## src/rtl/mmio_port_scheduler_if.sv

```systemverilog
// Valid/ready service channel from the port scheduler to the shared peripheral engine.
// The master drives the request; the slave returns ready.
interface mmio_port_scheduler_if #(
    parameter int PORT_EXPONENT = 2
);
    logic                     svc_valid;
    logic                     svc_ready;
    logic [PORT_EXPONENT-1:0] svc_port;
    logic [15:0]              svc_addr;
    logic [15:0]              svc_data;

    modport master (output svc_valid, svc_port, svc_addr, svc_data, input svc_ready);
    modport slave  (input svc_valid, svc_port, svc_addr, svc_data, output svc_ready);
endinterface

```

## src/rtl/mmio_port_scheduler.sv

```systemverilog
// Latches per-port write notifications, grants one port at a time round-robin and
// hands a snapshot of its address/data word pair to the peripheral engine.
module mmio_port_scheduler #(
    parameter  int PORT_EXPONENT = 2,
    localparam int PORT_COUNT    = 2**PORT_EXPONENT
) (
    input  logic                    clk,
    input  logic                    rst,
    input  logic [PORT_COUNT-1:0]   inform_write,
    input  logic [32*PORT_COUNT-1:0] port_words,
    input  logic [PORT_COUNT-1:0]   en_mask,
    input  logic [PORT_COUNT-1:0]   clr_overrun,
    mmio_port_scheduler_if.master   svc,
    output logic [PORT_COUNT-1:0]   pending,
    output logic [PORT_COUNT-1:0]   overrun,
    output logic                    busy
);
    typedef enum logic {IDLE, BUSY} state_t;

    state_t                   state, state_n;
    logic [PORT_EXPONENT-1:0] rr_ptr;
    logic [PORT_EXPONENT-1:0] svc_port_q;
    logic [15:0]              svc_addr_q, svc_data_q;
    logic [PORT_COUNT-1:0]    elig, grant_mask;
    logic [PORT_EXPONENT-1:0] win_idx;
    logic                     win_found;
    logic                     grant, handshake;

    assign elig = pending & en_mask;

    // First eligible port at or after rr_ptr; the PORT_EXPONENT-bit add wraps for free.
    always_comb begin
        win_found = 1'b0;
        win_idx   = '0;
        for (int i = 0; i < PORT_COUNT; i++) begin
            if (!win_found && elig[rr_ptr + PORT_EXPONENT'(i)]) begin
                win_found = 1'b1;
                win_idx   = rr_ptr + PORT_EXPONENT'(i);
            end
        end
    end

    assign grant      = (state == IDLE) && win_found;
    assign handshake  = (state == BUSY) && svc.svc_ready;
    assign grant_mask = grant ? (PORT_COUNT'(1) << win_idx) : '0;

    always_ff @(posedge clk) begin
        if (rst) state <= IDLE;
        else     state <= state_n;
    end

    always_comb begin
        state_n = state;
        case (state)
            IDLE: if (win_found)     state_n = BUSY;
            BUSY: if (svc.svc_ready) state_n = IDLE;
            default:                 state_n = IDLE;
        endcase
    end

    always_comb begin
        svc.svc_valid = (state == BUSY);
        busy          = (state == BUSY);
    end

    // A pulse landing on the grant cycle re-arms pending but is not an overrun:
    // the snapshot being taken this edge already belongs to the older write.
    always_ff @(posedge clk) begin
        if (rst) begin
            pending    <= '0;
            overrun    <= '0;
            rr_ptr     <= '0;
            svc_port_q <= '0;
            svc_addr_q <= '0;
            svc_data_q <= '0;
        end else begin
            pending <= (pending & ~grant_mask) | inform_write;
            overrun <= (overrun & ~clr_overrun) | (inform_write & pending & ~grant_mask);
            if (grant) begin
                svc_port_q <= win_idx;
                svc_addr_q <= port_words[32*int'(win_idx) +: 16];
                svc_data_q <= port_words[32*int'(win_idx)+16 +: 16];
            end
            if (handshake) rr_ptr <= svc_port_q + PORT_EXPONENT'(1);
        end
    end

    assign svc.svc_port = svc_port_q;
    assign svc.svc_addr = svc_addr_q;
    assign svc.svc_data = svc_data_q;
endmodule

```

## src/flat_wrapper.sv

```systemverilog
// flat-port wrapper written by rule: the top's interface ports become plain ports
module mmio_port_scheduler_flat 
#(
    parameter  int PORT_EXPONENT = 2,
    localparam int PORT_COUNT    = 2**PORT_EXPONENT
)
  (clk, rst, inform_write, port_words, en_mask, clr_overrun, pending, overrun, busy, svc_svc_valid, svc_svc_port, svc_svc_addr, svc_svc_data, svc_svc_ready);
  mmio_port_scheduler_if #(.PORT_EXPONENT(PORT_EXPONENT)) svc_i ();
  input  logic clk;
  input  logic rst;
  input  logic [PORT_COUNT-1:0] inform_write;
  input  logic [32*PORT_COUNT-1:0] port_words;
  input  logic [PORT_COUNT-1:0] en_mask;
  input  logic [PORT_COUNT-1:0] clr_overrun;
  output logic [PORT_COUNT-1:0] pending;
  output logic [PORT_COUNT-1:0] overrun;
  output logic busy;
  output wire logic [$bits(svc_i.svc_valid)-1:0] svc_svc_valid;
  output wire logic [$bits(svc_i.svc_port)-1:0] svc_svc_port;
  output wire logic [$bits(svc_i.svc_addr)-1:0] svc_svc_addr;
  output wire logic [$bits(svc_i.svc_data)-1:0] svc_svc_data;
  input wire logic [$bits(svc_i.svc_ready)-1:0] svc_svc_ready;
  assign svc_svc_valid = svc_i.svc_valid;
  assign svc_svc_port = svc_i.svc_port;
  assign svc_svc_addr = svc_i.svc_addr;
  assign svc_svc_data = svc_i.svc_data;
  assign svc_i.svc_ready = svc_svc_ready;
  mmio_port_scheduler #(.PORT_EXPONENT(PORT_EXPONENT)) u_core (.clk(clk), .rst(rst), .inform_write(inform_write), .port_words(port_words), .en_mask(en_mask), .clr_overrun(clr_overrun), .svc(svc_i), .pending(pending), .overrun(overrun), .busy(busy));
endmodule
```

## config.mk

```make
export PLATFORM = sky130hd
export DESIGN_NAME = mmio_port_scheduler_flat
export DESIGN_NICKNAME = d
export VERILOG_FILES = /design/src/rtl/mmio_port_scheduler_if.sv /design/src/rtl/mmio_port_scheduler.sv /design/src/flat_wrapper.sv
export SDC_FILE = /design/constraint.sdc
export NUM_CORES = 1
export LEC_CHECK = 0
export ABC_AREA = 0
export BUFFER_PORTS_ARGS = -buffer_cell sky130_fd_sc_hd__buf_4
export CORE_MARGIN = 4
export CORE_UTILIZATION = 37
export DETAILED_ROUTE_END_ITERATION = 10
export PLACE_DENSITY_LB_ADDON = 0.1
export SYNTH_ARGS = -nofsm -noshare
export SYNTH_HDL_FRONTEND = slang
export SYNTH_SLANG_ARGS = --single-unit
```

## constraint.sdc

```tcl
create_clock -name clk -period 1.7 [get_ports clk]
set_clock_uncertainty 0.05 [all_clocks]
set_input_delay 0.085 -clock clk [delete_from_list [all_inputs] [get_ports clk]]
set_output_delay 0.085 -clock clk [all_outputs]
set_load 0.02 [all_outputs]
```

==> flow_metrics.tcl, run 1 <==
set metrics [dict create \
    synth.distinct_cells 32 \
    placed_area_um2 4222 \
    pre_cts_slack_ns -0.06062 \
    place.gp.congestion 0.8664 \
    grt_max_degree 35 \
    finalHoldViolCount 0 \
    vias 2872 \
    numCtsBuffers 5 \
    synth-simple-area-share 0.08298 \
    coreArea_um2 6869 \
    synth_compound_area_frac 0.2603 \
    whs_ns 0.01842 \
    wire_per_inst_um 17.46 \
    hp-class "input pin to flip-flop" \
    synth_top_flop_cell "dfxtp_1" \
    grt_usage 0.2017 \
    cts_buffer_depth 2 \
    routed_wl_mm 9.745 \
    final_area_um2 4882 \
    final_net_count 605 \
    antenna_left 0 \
    timing.setup.tns_ns -0.6556 \
    synth-xor-area-share 0.003319 \
    synth_adder_area_share 0 \
    required_ns 1.81 \
    cts_sinks 45 \
    async_flop_share 0 \
    total_power_mw 3.652 \
    worstSetupStartpointType "flip-flop" \
    drive_gt1_frac 0.6450 \
    synth_top_family_by_area "compound AO/OA/AOI/OAI gates" \
    drc 0 \
    outcome "complete, but fails checks" \
    syn_area_um2 2639 \
    grt_overflow_total 0 \
    dp_hpwl_mm 6.868 \
    syn_nets 395 \
    clock-root-buffer "clkbuf_8" \
    avgSynthCellArea_um2 10.47 \
    critical_path_class "flip-flop to flip-flop" \
    place_inst 530 \
    tightest_slew_ns 0.3307 \
    port_buffers 186 \
    violations "negative setup slack" \
    drt_first_pass_iters 4 \
    p_leak_nw 2.301 \
    pwr_density_cell_nw_per_um2 747.9 \
    netlist_instances 252 \
    area_delta_synth_final_pct 85.02 \
    slew_violations 0 \
    die_x_um 92.45 \
    final_common_cell "buf_4" \
    final_cell_mix "buf_4, dfxtp_1, nand2_1, mux2i_1, o221ai_2" \
    ys_warn_count 0 \
    clk_latency_ns 0.29 \
    io_pins 187 \
    crit_arrival_ns 1.87 \
    seq_area_frac_synth 0.3414 \
    synth_edf_count 0 \
    drt-vias-per-instance 5.147 \
    grt_pass1_wl_mm 13.83 \
    dieArea_um2 8547 \
    rows 30 \
    min_period_ns 1.760 \
    finalCoreUtilization 0.7107 \
    muxShareOfSynthArea 0.2466 \
    diodes 0 \
    worstPathMaxFanout 8 \
    finalWorstSetupSlack_ns -0.05970 \
    ctsHtreeMaxLevel 2 \
    slew_headroom 0.7787 \
    period_share 1.035 \
    fp.dieH_um 92.45 \
    initial_core_util 0.3842 \
    final-setup-viol-count 20 \
    fin_cells 558 \
    rsz0062_at_grt "true" \
    cts_tree "done" \
    path_clk_slew_ns 0.09 \
    synth-seq-cells 45 \
    critPathCaptureType "flip-flop" \
    max_freq_mhz 568.3 \
    vdd_drop_max_v 0.0003824 \
    cap_violations 0 \
    antenna_found_initial 0 \
    grt_pass1_vias 2878 \
    dr.first_iter.drc_count 43 \
]
[final timing paths]
path | start | to | slack, ns | depth (start not counted)
max | u_core.pending[0] | u_core.svc.svc_addr[5] | -0.06 | 7
min reg2reg | u_core.overrun[2] | u_core.overrun[2] | 0.42 | 2
min | port_words[22] | u_core.svc.svc_data[6] | 0.02 | 3
max reg2reg | u_core.pending[0] | u_core.svc.svc_addr[5] | -0.06 | 7
[repair_timing]
| action | in CTS | in global routing |
|---|---|---|
| buffers inserted | 2 | 3 |
| cloned | 2 | 5 |
| setup endpoints to repair | 32 | 34 |
| gates resized for setup | 6 | 51 |
| pin swaps | 1 | 9 |
| hold buffers | 8 | 1 |
| hold endpoints to repair | 10 | 1 |
[worst max-delay path, stage by stage, from the launching register on]
cell and delay [ns]:
dfxtp_4 0.38, buf_6 0.10, a31oi_4 0.10, o21ai_4 0.33, buf_12 0.17, buf_12 0.14, mux2i_1 0.22, o221ai_1 0.14
[where the power goes]
group / switching, mW / internal (mW)
registers: 0.0793 / 1.19
clock network: 0.374 / 0.428
logic: 0.723 / 0.858
[layout make-up]
type | instances | area (um^2)
Timing Repair Buffer | 224 | 1899
Inverter | 6 | 22.52
Fill cell | 550 | 1987
Sequential cell | 45 | 912.1
Tap cell | 96 | 120.1
Clock buffer | 5 | 68.82
Clock inverter | 2 | 35.03
Multi-Input combinational cell | 180 | 1824
[layer usage]
| metal | global-route usage | vias to the layer above | wire length [um] |
|---|---|---|---|
| li1 | - | 1382 | - |
| met1 | 0.2216 | 1343 | 3568 |
| met2 | 0.3789 | 129 | 5200 |
| met3 | 0.04712 | 18 | 769 |
| met4 | 0.06436 | 0 | 206 |
| met5 | 0 | - | 0 |
[cell usage after synthesis, types with 2 or more instances]
cell	number	area [um^2]
dfxtp_1	45	900.9
nand2_2	2	12.51
o221ai_2	30	450.4
buf_6	6	67.56
o31ai_1	6	45.04
nand2_1	39	146.4
buf_2	3	15.01
mux2i_1	65	650.6
a31oi_1	2	12.51
buf_4	6	45.04
inv_1	6	22.52
a21oi_1	8	40.04
o21ai_1	2	10.01
a311oi_1	2	17.52
clkbuf_1	6	22.52
nor2_1	7	26.28
o221ai_1	2	17.52
[kinds of logic (layout without fill, tap and decap cells)]
kind of cell / Yosys count / in the layout
AO/OA/AOI/OAI: 61 / 61
buffers and inverters: 27 / 237
AND/OR/NAND/NOR: 53 / 53
flip-flops: 45 / 45
XOR/XNOR: 1 / 1
multiplexers: 65 / 65
[state kept, by name, summed over array words and instances (netlist names)]
| signal | count |
|---|---|
| u_core.svc.svc_addr | 16 |
| u_core.svc.svc_data | 16 |
| u_core.overrun | 4 |
| u_core.pending | 4 |
| u_core.rr_ptr | 2 |
| u_core.svc.svc_port | 2 |
| u_core.busy | 1 |
(Power assumes the default switching activity.)
==> run 2, diff against run 1 <==
CAP_MARGIN = 20   (was not set)
CORE_UTILIZATION = 27   (was 37)
==> run 2 against run 1 <==
  * Critical path depth is 1 higher
  * Global-route usage fell by 4.6 points
  * Critical endpoint is now u_core.svc.svc_data[12]
  * Non-clock buffer count grew 6
  * Die area up 34%
  * Sequential power is essentially flat
  * Setup slack improved by 0.019 ns
  * Maximum frequency rose by 1.1%
  * Via count decreased by 1.8%
  * Count of clock-buffer cells in the layout is 2 higher
  * Final area grew 2.6%
  * The run still ends with negative setup slack left
  * Sequential share of layout area shrank 0.53 points
  * Clock power shrank 8.0%
==> flow_metrics.tcl, run 2 (synthesis gave the netlist of run 1 again) <==
set metrics [dict create \
    wire_per_inst_um 16.16 \
    worstSetupStartpointType "flip-flop" \
    place_inst 567 \
    grt_max_degree 22 \
    timing.setup.tns_ns -0.6059 \
    cap_violations 0 \
    finalWorstSetupSlack_ns -0.04034 \
    critPathCaptureType "flip-flop" \
    pre_cts_slack_ns -0.06884 \
    cts_buffer_depth 2 \
    crit_arrival_ns 1.87 \
    final_area_um2 5010 \
    rsz0062_at_grt "true" \
    diodes 0 \
    place.gp.congestion 0.7717 \
    drc 0 \
    die_x_um 106.9 \
    tightest_slew_ns 0.2811 \
    required_ns 1.83 \
    dieArea_um2 11420 \
    final_cell_mix "buf_4, dfxtp_1, nand2_1" \
    antenna_left 0 \
    final-setup-viol-count 27 \
    slew_violations 0 \
    hp-class "input pin to flip-flop" \
    grt_pass1_wl_mm 14.17 \
    critical_path_class "flip-flop to flip-flop" \
    routed_wl_mm 9.661 \
    area_delta_synth_final_pct 89.85 \
    final_common_cell "buf_4" \
    grt_usage 0.1554 \
    numCtsBuffers 5 \
    p_leak_nw 2.327 \
    cts_sinks 45 \
    drt-vias-per-instance 4.716 \
    dr.first_iter.drc_count 78 \
    p_int_mw 2.451 \
    power.switching_mw 1.178 \
    finalHoldViolCount 0 \
    pwr_density_cell_nw_per_um2 724.2 \
    slew_headroom 0.8126 \
    p_comb_frac 0.448 \
    rows 35 \
    grt_pass1_vias 2821 \
    io_pins 187 \
    drt_first_pass_iters 4 \
    switching_share 0.3246 \
    clock-root-buffer "clkbuf_8" \
    max_freq_mhz 574.6 \
    fin_cells 598 \
    port_buffers 186 \
    dp_hpwl_mm 6.796 \
    fp.dieH_um 106.9 \
    whs_ns 0.02711 \
    worstPathMaxFanout 7 \
    power.share.sequential 0.348 \
    vias 2820 \
    power.share.clock 0.203 \
    cts_tree "done" \
    initial_core_util 0.2816 \
    final_net_count 611 \
    violations "negative setup slack" \
    drive_gt1_frac 0.6631 \
    vdd_drop_max_v 0.0003401 \
    period_share 1.024 \
    clk_latency_ns 0.29 \
    min_period_ns 1.740 \
    antenna_found_initial 0 \
    ctsHtreeMaxLevel 2 \
    outcome "complete, but fails checks" \
    coreArea_um2 9371 \
    placed_area_um2 4305 \
    grt_overflow_total 0 \
    path_clk_slew_ns 0.09 \
]
==> run 2: changes by cell type in the layout (fill, tap and decap cells not counted), sizes merged <==
cell and delta:
bufinv -1, buf +8
==> run 2: what timing repair did <==
action,in CTS,in global routing
setup endpoints to repair,32,34
gates cloned,4,2
hold endpoints to repair,11,0
pin swaps,4,0
hold buffers,9,0
gates resized for setup,15,42
setup buffers,7,2
==> run 2: critical path, stage by stage, from the launching register on <==
cell and delay (ns):
dfxtp_2 0.36, nand2_2 0.06, o31a_1 0.29, o21ai_4 0.12, buf_12 0.16, buf_12 0.11, buf_16 0.13, mux2i_2 0.22
o221ai_2 0.11
==> run 2: final timing paths <==
kind / from / to / slack (ns) / cells after the start
min reg2reg: u_core.overrun[0] / u_core.overrun[0] / 0.41 / 2
max reg2reg: u_core.pending[0] / u_core.svc.svc_data[12] / -0.04 / 8
max: u_core.pending[0] / u_core.svc.svc_data[12] / -0.04 / 8
min: port_words[40] / u_core.svc.svc_addr[8] / 0.03 / 3
==> run 2: final cells by class <==
type / count / area [um^2]
fill: 899 / 4362
timing repair buffer: 230 / 1976
multi-input combinational: 180 / 1839
sequential: 45 / 909.6
tap: 129 / 161.4
clock buffer: 7 / 96.34
inverter: 6 / 22.52
clock inverter: 1 / 5.005
==> run 2: through the flow <==
stage,util,power [mW]
5_1_grt,0.5346,3.820
3_3_place_gp,0.4594,2.622
3_5_place_dp,0.4594,2.634
6_report,0.5346,3.628
2_1_floorplan,-,1.996
4_1_cts,0.5060,3.554
==> run 2: power groups by stage <==
stage	clock network, mW	logic [mW]	registers [mW]
after floorplan	0	0.556	1.44
after global placement	0	1.34	1.28
after detailed placement	0	1.35	1.28
after CTS	0.785	1.51	1.26
after global routing	0.803	1.74	1.28
final	0.738	1.63	1.26
==> run 2: layer usage <==
layer	vias to the layer above	wire length, um	part of all wire	global-route usage
li1	1392	-	-	-
met1	1316	3858	0.40	0.1866
met2	106	5026	0.52	0.2738
met3	6	668	0.069	0.04335
met4	0	108	0.011	0.03744
met5	-	0	0	0
==> run 3, diff against run 2 <==
RECOVER_POWER = 50   (was not set)
clock period = 2.13 ns   (was 1.7 ns; I/O delays follow)
==> run 3 against run 2 <==
  * The flow now finishes without violations
  * Clock power down 9.1%
  * Global-route usage down 1.5 points
  * Maximum frequency down 12%
  * Sequential share of layout area up 3.6 points
  * Register-to-register slack better by 0.18 ns
  * Critical endpoint is now u_core.svc.svc_data[2]
  * Largest cell class is now multi-input combinational cells
  * Largest power group is now sequential cells
==> flow_metrics.tcl, run 3 (synthesis gave the netlist of run 1 again) <==
set metrics [dict create \
    reg2reg_depth 6 \
    die_x_um 106.9 \
    clock-root-buffer "clkbuf_8" \
    fin_cells 565 \
    max_freq_mhz 503.6 \
    grt_pass1_vias 2652 \
    worstPathMaxFanout 15 \
    finalHoldViolCount 0 \
    outcome "completed" \
    place.gp.congestion 0.8010 \
    cts_sinks 45 \
    grt_max_degree 45 \
    final_area_um2 4135 \
    min_period_ns 1.986 \
    wire_per_inst_um 15.03 \
    rsz0062_at_grt "false" \
    final_net_count 578 \
    port_buffers 186 \
    cts_tree "done" \
    hp-class "input pin to flip-flop" \
    slew_violations 0 \
    post_cts.resized_instances 0 \
    dr.first_iter.drc_count 75 \
    holdCritStartpoint "inform_write[0]" \
    r2r-start "u_core.pending[2]" \
    grt_pass1_wl_mm 12.96 \
    dieArea_um2 11420 \
    numCtsBuffers 5 \
    cts_buffer_depth 2 \
    worstSetupStartpointType "flip-flop" \
    area_delta_synth_final_pct 56.71 \
    reg2reg_to "u_core.svc.svc_data[2]" \
    drt_first_pass_iters 4 \
    grt_usage 0.1399 \
    diodes 0 \
    antenna_left 0 \
    critPathMostFrequentCell "nand2_1" \
    antenna_found_initial 0 \
    tightest_slew_ns 0.4872 \
    vias 2597 \
    slew_headroom 0.6752 \
    drc 0 \
    critPathCaptureType "flip-flop" \
    critical_path_class "flip-flop to flip-flop" \
    placed_area_um2 4149 \
    pwr_density_cell_nw_per_um2 630.6 \
    crit_arrival_ns 2.15 \
    grt_overflow_total 0 \
    clk_latency_ns 0.29 \
    final_cell_mix "buf_4, mux2i_1, dfxtp_1" \
    p_leak_nw 2.012 \
    period_share 0.9322 \
    total_power_mw 2.608 \
    final-setup-viol-count 0 \
    io_pins 187 \
    hold_end "u_core.pending[0]" \
    routed_wl_mm 8.491 \
    path_clk_slew_ns 0.09 \
    drt-vias-per-instance 4.596 \
    dp_hpwl_mm 6.792 \
    final_common_cell "buf_4" \
    rows 35 \
    fp.dieH_um 106.9 \
    ctsHtreeMaxLevel 2 \
    required_ns 2.30 \
    coreArea_um2 9371 \
    drive_gt1_frac 0.4610 \
    timing.setup.tns_ns 0 \
    initial_core_util 0.2816 \
    min_path_cells 3 \
    cpMaxStageDelayCell "or3_2" \
    place_inst 555 \
    slowest_delay_ns 0.54 \
    cap_violations 0 \
    r2r_slack_ns 0.14 \
    vdd_drop_max_v 0.0002767 \
    cts_setup_buffers 0 \
    ctsHoldBuffers 2 \
    cp_cell_sequence "nand2_1, nand4_1, nand2_1, or3_2, buf_4, o221ai_2" \
]
run 3: metal layers:
metal,routed length (um),share of wire,up-vias,GRT usage
met4,16,0.0019,0,0.03014
li1,-,-,1318,-
met3,635,0.075,3,0.03853
met1,3417,0.40,1175,0.1644
met2,4421,0.52,101,0.2531
met5,0,0,-,0
run 3: where the power goes:
part | switching, mW | internal (mW) | total, mW | leakage [nW]
combinational | 0.494 | 0.434 | 0.928 | 1.58
sequential | 0.0612 | 0.948 | 1.01 | 0.371
clock | 0.288 | 0.383 | 0.671 | 0.0585
run 3: critical path, delay by kind of cell, from the launching register on:
family	cells	cell delay [ns]
AND/OR/NAND/NOR	4	1.02
flip-flops	1	0.41
AO/OA/AOI/OAI	1	0.15
buffers and inverters	1	0.27
run 3: how the worst max path moves through the flow:
stage                               to              start  cells past startpoint
2_1_floorplan   u_core.svc.svc_addr[0]  u_core.pending[0]                      7
3_3_place_gp    u_core.svc.svc_addr[8]  u_core.pending[2]                      6
3_5_place_dp    u_core.svc.svc_data[8]  u_core.pending[2]                      6
4_1_cts        u_core.svc.svc_addr[13]  u_core.pending[2]                      6
5_1_grt        u_core.svc.svc_addr[14]  u_core.pending[2]                      6
6_report        u_core.svc.svc_data[2]  u_core.pending[2]                      6
run 3: area by class of cell:
cell class / instances / area [um^2]
clock buffer: 7 / 86.33
clock inverter: 1 / 30.03
fill: 986 / 5236
inverter: 6 / 22.52
multi-input combinational: 180 / 1588
sequential: 45 / 900.9
tap: 129 / 161.4
timing repair buffer: 197 / 1346
run 3: stage by stage:
stage	hold WS, ns	util	setup slack (ns)
after floorplan	0.1559	-	0.3268
after global placement	0.2912	0.4427	0.2370
after detailed placement	0.2897	0.4427	0.1643
after CTS	0.002586	0.4573	0.1342
after global routing	0.01522	0.4413	0.005193
final	0.008940	0.4413	0.1444
